[src/rtl/reg_bank_32x32.sv]
// rtl/reg_bank_32x32.sv - 32x32 register storage with one write port and a sequenced bulk-clear engine.
// x0 has no storage; x1..x31 are flops feeding the Mux_32x1 read multiplexer.
module reg_bank_32x32 #(
  parameter int DATA_WIDTH = 32,
  parameter int NUM_REGS   = 32
) (
  input  logic                  clk,
  input  logic                  reset,
  input  logic                  we,
  input  logic [4:0]            waddr,
  input  logic [DATA_WIDTH-1:0] wdata,
  input  logic                  clr_start,
  output logic                  busy,
  output logic                  clr_done,
  output logic [DATA_WIDTH-1:0] x0,
  output logic [DATA_WIDTH-1:0] x1,
  output logic [DATA_WIDTH-1:0] x2,
  output logic [DATA_WIDTH-1:0] x3,
  output logic [DATA_WIDTH-1:0] x4,
  output logic [DATA_WIDTH-1:0] x5,
  output logic [DATA_WIDTH-1:0] x6,
  output logic [DATA_WIDTH-1:0] x7,
  output logic [DATA_WIDTH-1:0] x8,
  output logic [DATA_WIDTH-1:0] x9,
  output logic [DATA_WIDTH-1:0] x10,
  output logic [DATA_WIDTH-1:0] x11,
  output logic [DATA_WIDTH-1:0] x12,
  output logic [DATA_WIDTH-1:0] x13,
  output logic [DATA_WIDTH-1:0] x14,
  output logic [DATA_WIDTH-1:0] x15,
  output logic [DATA_WIDTH-1:0] x16,
  output logic [DATA_WIDTH-1:0] x17,
  output logic [DATA_WIDTH-1:0] x18,
  output logic [DATA_WIDTH-1:0] x19,
  output logic [DATA_WIDTH-1:0] x20,
  output logic [DATA_WIDTH-1:0] x21,
  output logic [DATA_WIDTH-1:0] x22,
  output logic [DATA_WIDTH-1:0] x23,
  output logic [DATA_WIDTH-1:0] x24,
  output logic [DATA_WIDTH-1:0] x25,
  output logic [DATA_WIDTH-1:0] x26,
  output logic [DATA_WIDTH-1:0] x27,
  output logic [DATA_WIDTH-1:0] x28,
  output logic [DATA_WIDTH-1:0] x29,
  output logic [DATA_WIDTH-1:0] x30,
  output logic [DATA_WIDTH-1:0] x31
);

  typedef enum logic [1:0] {
    IDLE  = 2'd0,
    CLEAR = 2'd1,
    DONE  = 2'd2
  } state_t;

  state_t                state_q;
  logic [4:0]            cnt_q;
  logic [4:0]            cnt_d;
  logic                  busy_q;
  logic                  clr_done_q;
  logic [DATA_WIDTH-1:0] regs_q [1:NUM_REGS-1];
  logic                  wr_en;

  assign cnt_d = cnt_q + 5'd1;
  // Writes land only in IDLE (without a competing clear) or in the single DONE cycle.
  assign wr_en = we && (waddr != 5'd0) &&
                 (((state_q == IDLE) && !clr_start) || (state_q == DONE));

  always_ff @(posedge clk) begin
    if (reset) begin
      state_q    <= IDLE;
      cnt_q      <= 5'd0;
      busy_q     <= 1'b0;
      clr_done_q <= 1'b0;
      for (int i = 1; i < NUM_REGS; i++) begin
        regs_q[i] <= '0;
      end
    end else begin
      for (int i = 1; i < NUM_REGS; i++) begin
        if (state_q == CLEAR) begin
          if (cnt_q == 5'(i)) begin
            regs_q[i] <= '0;
          end
        end else if (wr_en && (waddr == 5'(i))) begin
          regs_q[i] <= wdata;
        end
      end
      case (state_q)
        IDLE: begin
          clr_done_q <= 1'b0;
          if (clr_start) begin
            state_q <= CLEAR;
            cnt_q   <= 5'd1;
            busy_q  <= 1'b1;
          end
        end
        CLEAR: begin
          cnt_q <= cnt_d;
          if (cnt_q == 5'd31) begin
            state_q    <= DONE;
            busy_q     <= 1'b0;
            clr_done_q <= 1'b1;
          end
        end
        DONE: begin
          state_q    <= IDLE;
          clr_done_q <= 1'b0;
        end
        default: begin
          state_q    <= IDLE;
          cnt_q      <= 5'd0;
          busy_q     <= 1'b0;
          clr_done_q <= 1'b0;
        end
      endcase
    end
  end

  assign busy     = busy_q;
  assign clr_done = clr_done_q;

  assign x0  = '0;
  assign x1  = regs_q[1];
  assign x2  = regs_q[2];
  assign x3  = regs_q[3];
  assign x4  = regs_q[4];
  assign x5  = regs_q[5];
  assign x6  = regs_q[6];
  assign x7  = regs_q[7];
  assign x8  = regs_q[8];
  assign x9  = regs_q[9];
  assign x10 = regs_q[10];
  assign x11 = regs_q[11];
  assign x12 = regs_q[12];
  assign x13 = regs_q[13];
  assign x14 = regs_q[14];
  assign x15 = regs_q[15];
  assign x16 = regs_q[16];
  assign x17 = regs_q[17];
  assign x18 = regs_q[18];
  assign x19 = regs_q[19];
  assign x20 = regs_q[20];
  assign x21 = regs_q[21];
  assign x22 = regs_q[22];
  assign x23 = regs_q[23];
  assign x24 = regs_q[24];
  assign x25 = regs_q[25];
  assign x26 = regs_q[26];
  assign x27 = regs_q[27];
  assign x28 = regs_q[28];
  assign x29 = regs_q[29];
  assign x30 = regs_q[30];
  assign x31 = regs_q[31];

endmodule

[config.mk]
export PLATFORM = sky130hd
export DESIGN_NAME = reg_bank_32x32
export DESIGN_NICKNAME = d
export VERILOG_FILES = /design/src/rtl/reg_bank_32x32.sv
export SDC_FILE = /design/constraint.sdc
export NUM_CORES = 1
export LEC_CHECK = 0
export ABC_AREA = 1
export ABC_CLOCK_PERIOD_IN_PS = 3300
export BUFFER_PORTS_ARGS = -buffer_cell sky130_fd_sc_hd__buf_4
export CORE_AREA = 10 10 404 406
export DETAILED_ROUTE_END_ITERATION = 12
export DIE_AREA = 0 0 414 416
export SYNTH_ARGS = -nofsm -noshare
export SYNTH_HDL_FRONTEND = slang
export SYNTH_SLANG_ARGS = --single-unit
[constraint.sdc]
create_clock -name clk -period 3.3 [get_ports clk]
set_input_delay 0.33 -clock clk [delete_from_list [all_inputs] [get_ports clk]]
set_output_delay 0.33 -clock clk [all_outputs]
set_load 0.01 [all_outputs]
==> results.sh, run 1 <==
export IMPL_pwr_share_clk_pct=40.7
export IMPL_ys_seq_area_share_pct=82.9
export IMPL_fin_crit_ns=2.79
export IMPL_die_width_um=414
export IMPL_hold_viol=0
export IMPL_syn_area_per_cell_um2=14.5
export IMPL_ys_seq_elements=1001
export IMPL_peakVddDrop_mv=0.496
export IMPL_relSlewSlack_pct=20.9
export IMPL_grt_total_usage_pct=19.0
export IMPL_synthCells=2498
export IMPL_p_switching_mw=6.95
export IMPL_power_density_mw_per_mm2=568
export IMPL_viasPerCell=4.43
export IMPL_cp_start_kind="flip-flop"
export IMPL_hp_class="input pin to flip-flop"
export IMPL_antenna_found_initial=20
export IMPL_coreArea_mm2=0.155
export IMPL_finalClockSkew_ns=0.0220
export IMPL_area_delta_synth_final_pct=38.4
export IMPL_cp_data_required_time_ns=3.67
export IMPL_drc=0
export IMPL_cts_htree_levels=3
export IMPL_fin_crit_sh_pct=84.6
export IMPL_comb_power_share_pct=8.0
export IMPL_outcome="complete, no violations"
export IMPL_num_vias=25340
export IMPL_pwr_share_seq_pct=51.3
export IMPL_grt_pass1_vias=24902
export IMPL_nFillCells=15464
export IMPL_netlist_area_mm2=0.0361
export IMPL_portBuffers=1034
export IMPL_initial_core_util_pct=23.3
export IMPL_placementRows=145
export IMPL_wl_um=171000
export IMPL_fin_worst_hold_slack_ns=0.148
export IMPL_p_leak_nw=20.8
export IMPL_root_buffer="clkbuf_16"
export IMPL_synthArstFlopShare_pct=0
export IMPL_dieHeight_um=416
export IMPL_place_hpwl_um=119000
export IMPL_rsz0062_at_grt="false"
export IMPL_drt_iter0_markers=3064
export IMPL_crit_path_end_kind="flip-flop"
export IMPL_grt_pass1_wl_um=224000
export IMPL_ant_nets=0
export IMPL_swShare_pct=24.4
export IMPL_r2r_cells=8
export IMPL_power_mw=28.4
export IMPL_layout_common_cells="1133 x buf_4, 1052 x nor2_1, 992 x edfxtp_1"
export IMPL_min_from="wdata[21]"
export IMPL_max_freq_mhz=358
export IMPL_setup_violations=0
export IMPL_drive_gt1_share_pct=38.0
export IMPL_grt_max_degree=34
export IMPL_cts_buffer_depth=3
export IMPL_fin_setup_tns_ns=0
export IMPL_hold_end="regs_q[0][85]$_SDFFCE_PN0P_"
export IMPL_gp_congestion=0.821
export IMPL_synth_edf_count=992
export IMPL_crit_fanout=32
export IMPL_grt_ovfl_total=0
export IMPL_yosysWarnings=0
export IMPL_internal_power_mw=21.5
export IMPL_ios=1067
export IMPL_netlist_cell_type_count=19
export IMPL_wl_per_cell_um=30.0
export IMPL_dp_cells=5509
export IMPL_path_clk_slew_ns=0.07
export IMPL_r2r_slack_ns=0.51
export IMPL_layout_commonest_cell="buf_4"
export IMPL_layout_nets=3614
export IMPL_synthFlopType="edfxtp_1"
export IMPL_r2r_end="regs_q[0][287]$_SDFFCE_PN0P_"
export IMPL_whs_path_depth=3
export IMPL_cts_tree="done"
export IMPL_fin_cells=5716
export IMPL_drv_cap=0
export IMPL_numCtsBuffers=107
export IMPL_worstMarginPinSlew_ns=1.19
export IMPL_r2r_start="state_q[1]$_SDFFE_PP0P_"
export IMPL_dieArea_mm2=0.172
export IMPL_arrival_ns=3.16
export IMPL_clock_latency_ns=0.72
export IMPL_drv_slew=0
export IMPL_critPathKind="flip-flop to flip-flop"
export IMPL_drtPass1Iterations=6
export IMPL_cts_sinks=1001
## registers in the layout (all words and copies together), names as in the netlist
name,count
state_q,2
cnt_q,5
busy,1
clr_done,1
regs_q,992
## synthesized netlist by cell type (2+ instances only)
cell type	number	share of area, %
nand3_4	2	0.097
buf_6	12	0.37
clkbuf_1	101	1.0
buf_2	84	1.2
nand2_1	68	0.71
buf_4	35	0.73
edfxtp_1	992	82
o21ai_0	3	0.042
ha_1	6	0.21
inv_1	57	0.59
nand2_2	31	0.54
nand3_1	8	0.11
a21oi_1	33	0.46
dfxtp_1	9	0.50
nor2_1	1053	11
## layer usage
layer  track usage [%]  up-vias  wire, um
met5                 0        -        23
met4              8.79        4      7940
met3              4.90      312     16700
met2              33.5     1655     87900
met1              21.4    12868     59000
li1                  -    10501         -
## worst max path at each step
stage                                        from                            to  depth (start not counted)
final                     state_q[1]$_SDFFE_PP0P_  regs_q[0][287]$_SDFFCE_PN0P_                          8
after global routing      state_q[1]$_SDFFE_PP0P_  regs_q[0][267]$_SDFFCE_PN0P_                          8
after CTS                 state_q[1]$_SDFFE_PP0P_  regs_q[0][265]$_SDFFCE_PN0P_                          8
after detailed placement                 waddr[0]  regs_q[0][287]$_SDFFCE_PN0P_                         10
after global placement                   waddr[1]  regs_q[0][272]$_SDFFCE_PN0P_                         10
after floorplan                             reset  regs_q[0][544]$_SDFFCE_PN0P_                          8
## stage by stage
step	worst slack, ns	instance area [um^2]	util, %
after global routing	0.309	50000	32.2
after detailed placement	0.376	46600	30.0
final	0.508	50000	32.2
after CTS	0.497	50000	32.2
after floorplan	0.932	36300	-
after global placement	0.369	46600	30.0
## worst max-delay path: stages, from the launching register on
cell	delay, ns
dfxtp_1	0.34
inv_1	0.08
nand2_1	0.09
nand3_1	0.18
nor2_4	0.68
buf_12	0.26
nand2_2	0.22
nand2_1	0.12
buf_4	0.43
## kinds of logic after synthesis
| logic type | synth area share, % |
|---|---|
| and+or+nand+nor | 12.4 |
| DFF | 82.9 |
| buffers and inverters | 3.92 |
| AOI/OAI and AO/OA | 0.540 |
| adders and majority gates | 0.208 |
| other | 0.0104 |
## power groups by stage
stage / registers (mW) / clock network, mW / logic [mW]
2_1_floorplan: 15.1 / 0 / 0.466
3_3_place_gp: 14.8 / 0 / 2.29
3_5_place_dp: 14.8 / 0 / 2.31
4_1_cts: 14.6 / 11.8 / 2.31
5_1_grt: 14.6 / 12.3 / 2.35
6_report: 14.6 / 11.6 / 2.27
## final cells by class
class	count	area [um^2]	area share, %
multi-input combinational	1238	4930	9.87
tap	2058	2570	5.15
timing repair buffer	1161	9000	18.0
sequential	1001	30000	59.9
inverter	58	219	0.438
clock buffer	129	2760	5.52
clock inverter	61	532	1.06
antenna	10	25.0	0.0500
## timing repair
item / 4_1_cts / 5_1_grt
setup buffers: 0 / 0
hold buffers: 7 / 0
gates resized for setup: 0 / 0
endpoints found under the hold margin: 17 / 0
Power figures use the tool's default switching activity.
==> run 2, diff against run 1 <==
- ABC_CLOCK_PERIOD_IN_PS: 3300 -> 2700
- clock period: 3.3 -> 2.7 ns (I/O delays scaled with it)
==> run 2 against run 1 <==
  * Design area grew 1.7%
  * Wire length shrank 0.89%
  * Clock power increased by 28%
  * Largest cell class unchanged
  * Largest power group unchanged
==> results.sh, run 2 (synthesis gave the netlist of run 1 again) <==
export IMPL_outcome="complete, no violations"
export IMPL_cts_sinks=1001
export IMPL_hp_class="input pin to flip-flop"
export IMPL_coreArea_mm2=0.155
export IMPL_ios=1067
export IMPL_initial_core_util_pct=23.3
export IMPL_fin_ws_ns=0.378
export IMPL_whs_path_depth=3
export IMPL_drv_slew=0
export IMPL_dieHeight_um=416
export IMPL_antenna_found_initial=12
export IMPL_grt_pass1_vias=24609
export IMPL_regMostFlops="regs_q"
export IMPL_crit_fanout=32
export IMPL_setup_violations=0
export IMPL_dieArea_mm2=0.172
export IMPL_layout_common_cells="1087 x buf_4, 1052 x nor2_1, 992 x edfxtp_1"
export IMPL_fin_setup_tns_ns=0
export IMPL_layout_commonest_cell="buf_4"
export IMPL_max_freq_mhz=431
export IMPL_cts_tree="done"
export IMPL_path_clk_slew_ns=0.06
export IMPL_critPathKind="flip-flop to flip-flop"
export IMPL_numCtsBuffers=105
export IMPL_dp_cells=5513
export IMPL_postCtsSetupBuffers=0
export IMPL_r2r_cells=8
export IMPL_wl_per_cell_um=29.7
export IMPL_cp_start_kind="flip-flop"
export IMPL_rsz0062_at_grt="false"
export IMPL_cp_data_required_time_ns=3.08
export IMPL_area_delta_synth_final_pct=40.7
export IMPL_top_regs="regs_q: 992 flops, cnt_q: 5 flops, state_q: 2 flops"
export IMPL_drive_gt1_share_pct=38.3
export IMPL_drt_iter0_markers=2937
export IMPL_p_leak_nw=21.1
export IMPL_drtPass1Iterations=6
export IMPL_fin_crit_sh_pct=86.0
export IMPL_post_place_ws_ns=0.210
export IMPL_drv_cap=0
export IMPL_placementRows=145
export IMPL_relSlewSlack_pct=35.6
export IMPL_arrival_ns=2.70
export IMPL_grt_ovfl_total=0
export IMPL_viasPerCell=4.43
export IMPL_cts_buffer_depth=3
export IMPL_grt_total_usage_pct=18.7
export IMPL_power_mw=35.5
export IMPL_ant_nets=0
export IMPL_drc=0
export IMPL_power_density_mw_per_mm2=698
export IMPL_cts_htree_levels=3
export IMPL_fin_cells=5718
export IMPL_peakVddDrop_mv=0.538
export IMPL_die_width_um=414
export IMPL_hold_viol=0
export IMPL_wl_um=170000
export IMPL_layout_nets=3614
export IMPL_root_buffer="clkbuf_16"
export IMPL_fin_crit_ns=2.32
export IMPL_worstMarginPinSlew_ns=0.966
export IMPL_num_vias=25354
export IMPL_finalClockSkew_ns=0.0449
export IMPL_gp_congestion=0.813
export IMPL_clock_latency_ns=0.74
export IMPL_portBuffers=1034
export IMPL_place_hpwl_um=117000
export IMPL_largest_reg_flops=992
export IMPL_grt_max_degree=33
export IMPL_fin_util_pct=32.7
export IMPL_grt_pass1_wl_um=222000
export IMPL_crit_path_end_kind="flip-flop"
run 2: changes by cell type in the layout (fill, tap and decap cells not counted), sizes merged:
cell,before,now
clkbuf,129,128
inv,66,63
buf,1154,1158
clkinv,45,50
clkinvlp,3,2
diode,10,3
bufinv,5,12
dlygate4sd3,7,5
run 2: metrics by stage:
stage	instance area [um^2]	hold WS (ns)
2_1_floorplan	36300	0.457
6_report	50800	0.0890
3_5_place_dp	47300	0.474
5_1_grt	50800	0.0499
3_3_place_gp	47300	0.465
4_1_cts	50800	0.00925
run 2: area by class of cell:
class | count | area (um^2)
antenna | 3 | 7.51
clock buffer | 128 | 2740
clock inverter | 69 | 773
fill | 15461 | 104000
inverter | 58 | 218
multi-input combinational | 1238 | 4930
sequential | 1001 | 30000
tap | 2058 | 2570
timing repair buffer | 1163 | 9630
run 2: final timing paths:
path | start | endpoint | slack [ns]
setup reg to reg | state_q[1]$_SDFFE_PP0P_ | regs_q[0][646]$_SDFFCE_PN0P_ | 0.38
setup / recovery | state_q[1]$_SDFFE_PP0P_ | regs_q[0][646]$_SDFFCE_PN0P_ | 0.38
hold / removal | wdata[5] | regs_q[0][517]$_SDFFCE_PN0P_ | 0.09
hold reg to reg | clr_done$_SDFFE_PP0N_ | clr_done$_SDFFE_PP0N_ | 0.49
run 2: metal layers:
layer	global-route usage (%)	share of wire, %
met5	0	0.0077
met4	7.71	4.4
met3	4.85	9.3
met2	33.1	51
met1	21.5	35
run 2: timing repair:
action | in CTS | in global routing
hold buffers | 5 | 0
gates resized for setup | 0 | 0
hold endpoints to repair | 29 | 0
run 2: critical path, stage by stage (launching register included):
cell	delay [ns]
dfxtp_1	0.33
inv_1	0.09
nand2_1	0.10
nand3_1	0.17
nor2_4	0.50
buf_4	0.30
nand2_2	0.11
nand2_2	0.11
buf_12	0.24
run 2: report_power, final:
group	total (mW)	internal [mW]	switching, mW	leakage [nW]
sequential	17.8	17.6	0.200	10.3
clock	14.8	8.42	6.39	1.70
combinational	2.87	0.947	1.92	9.15
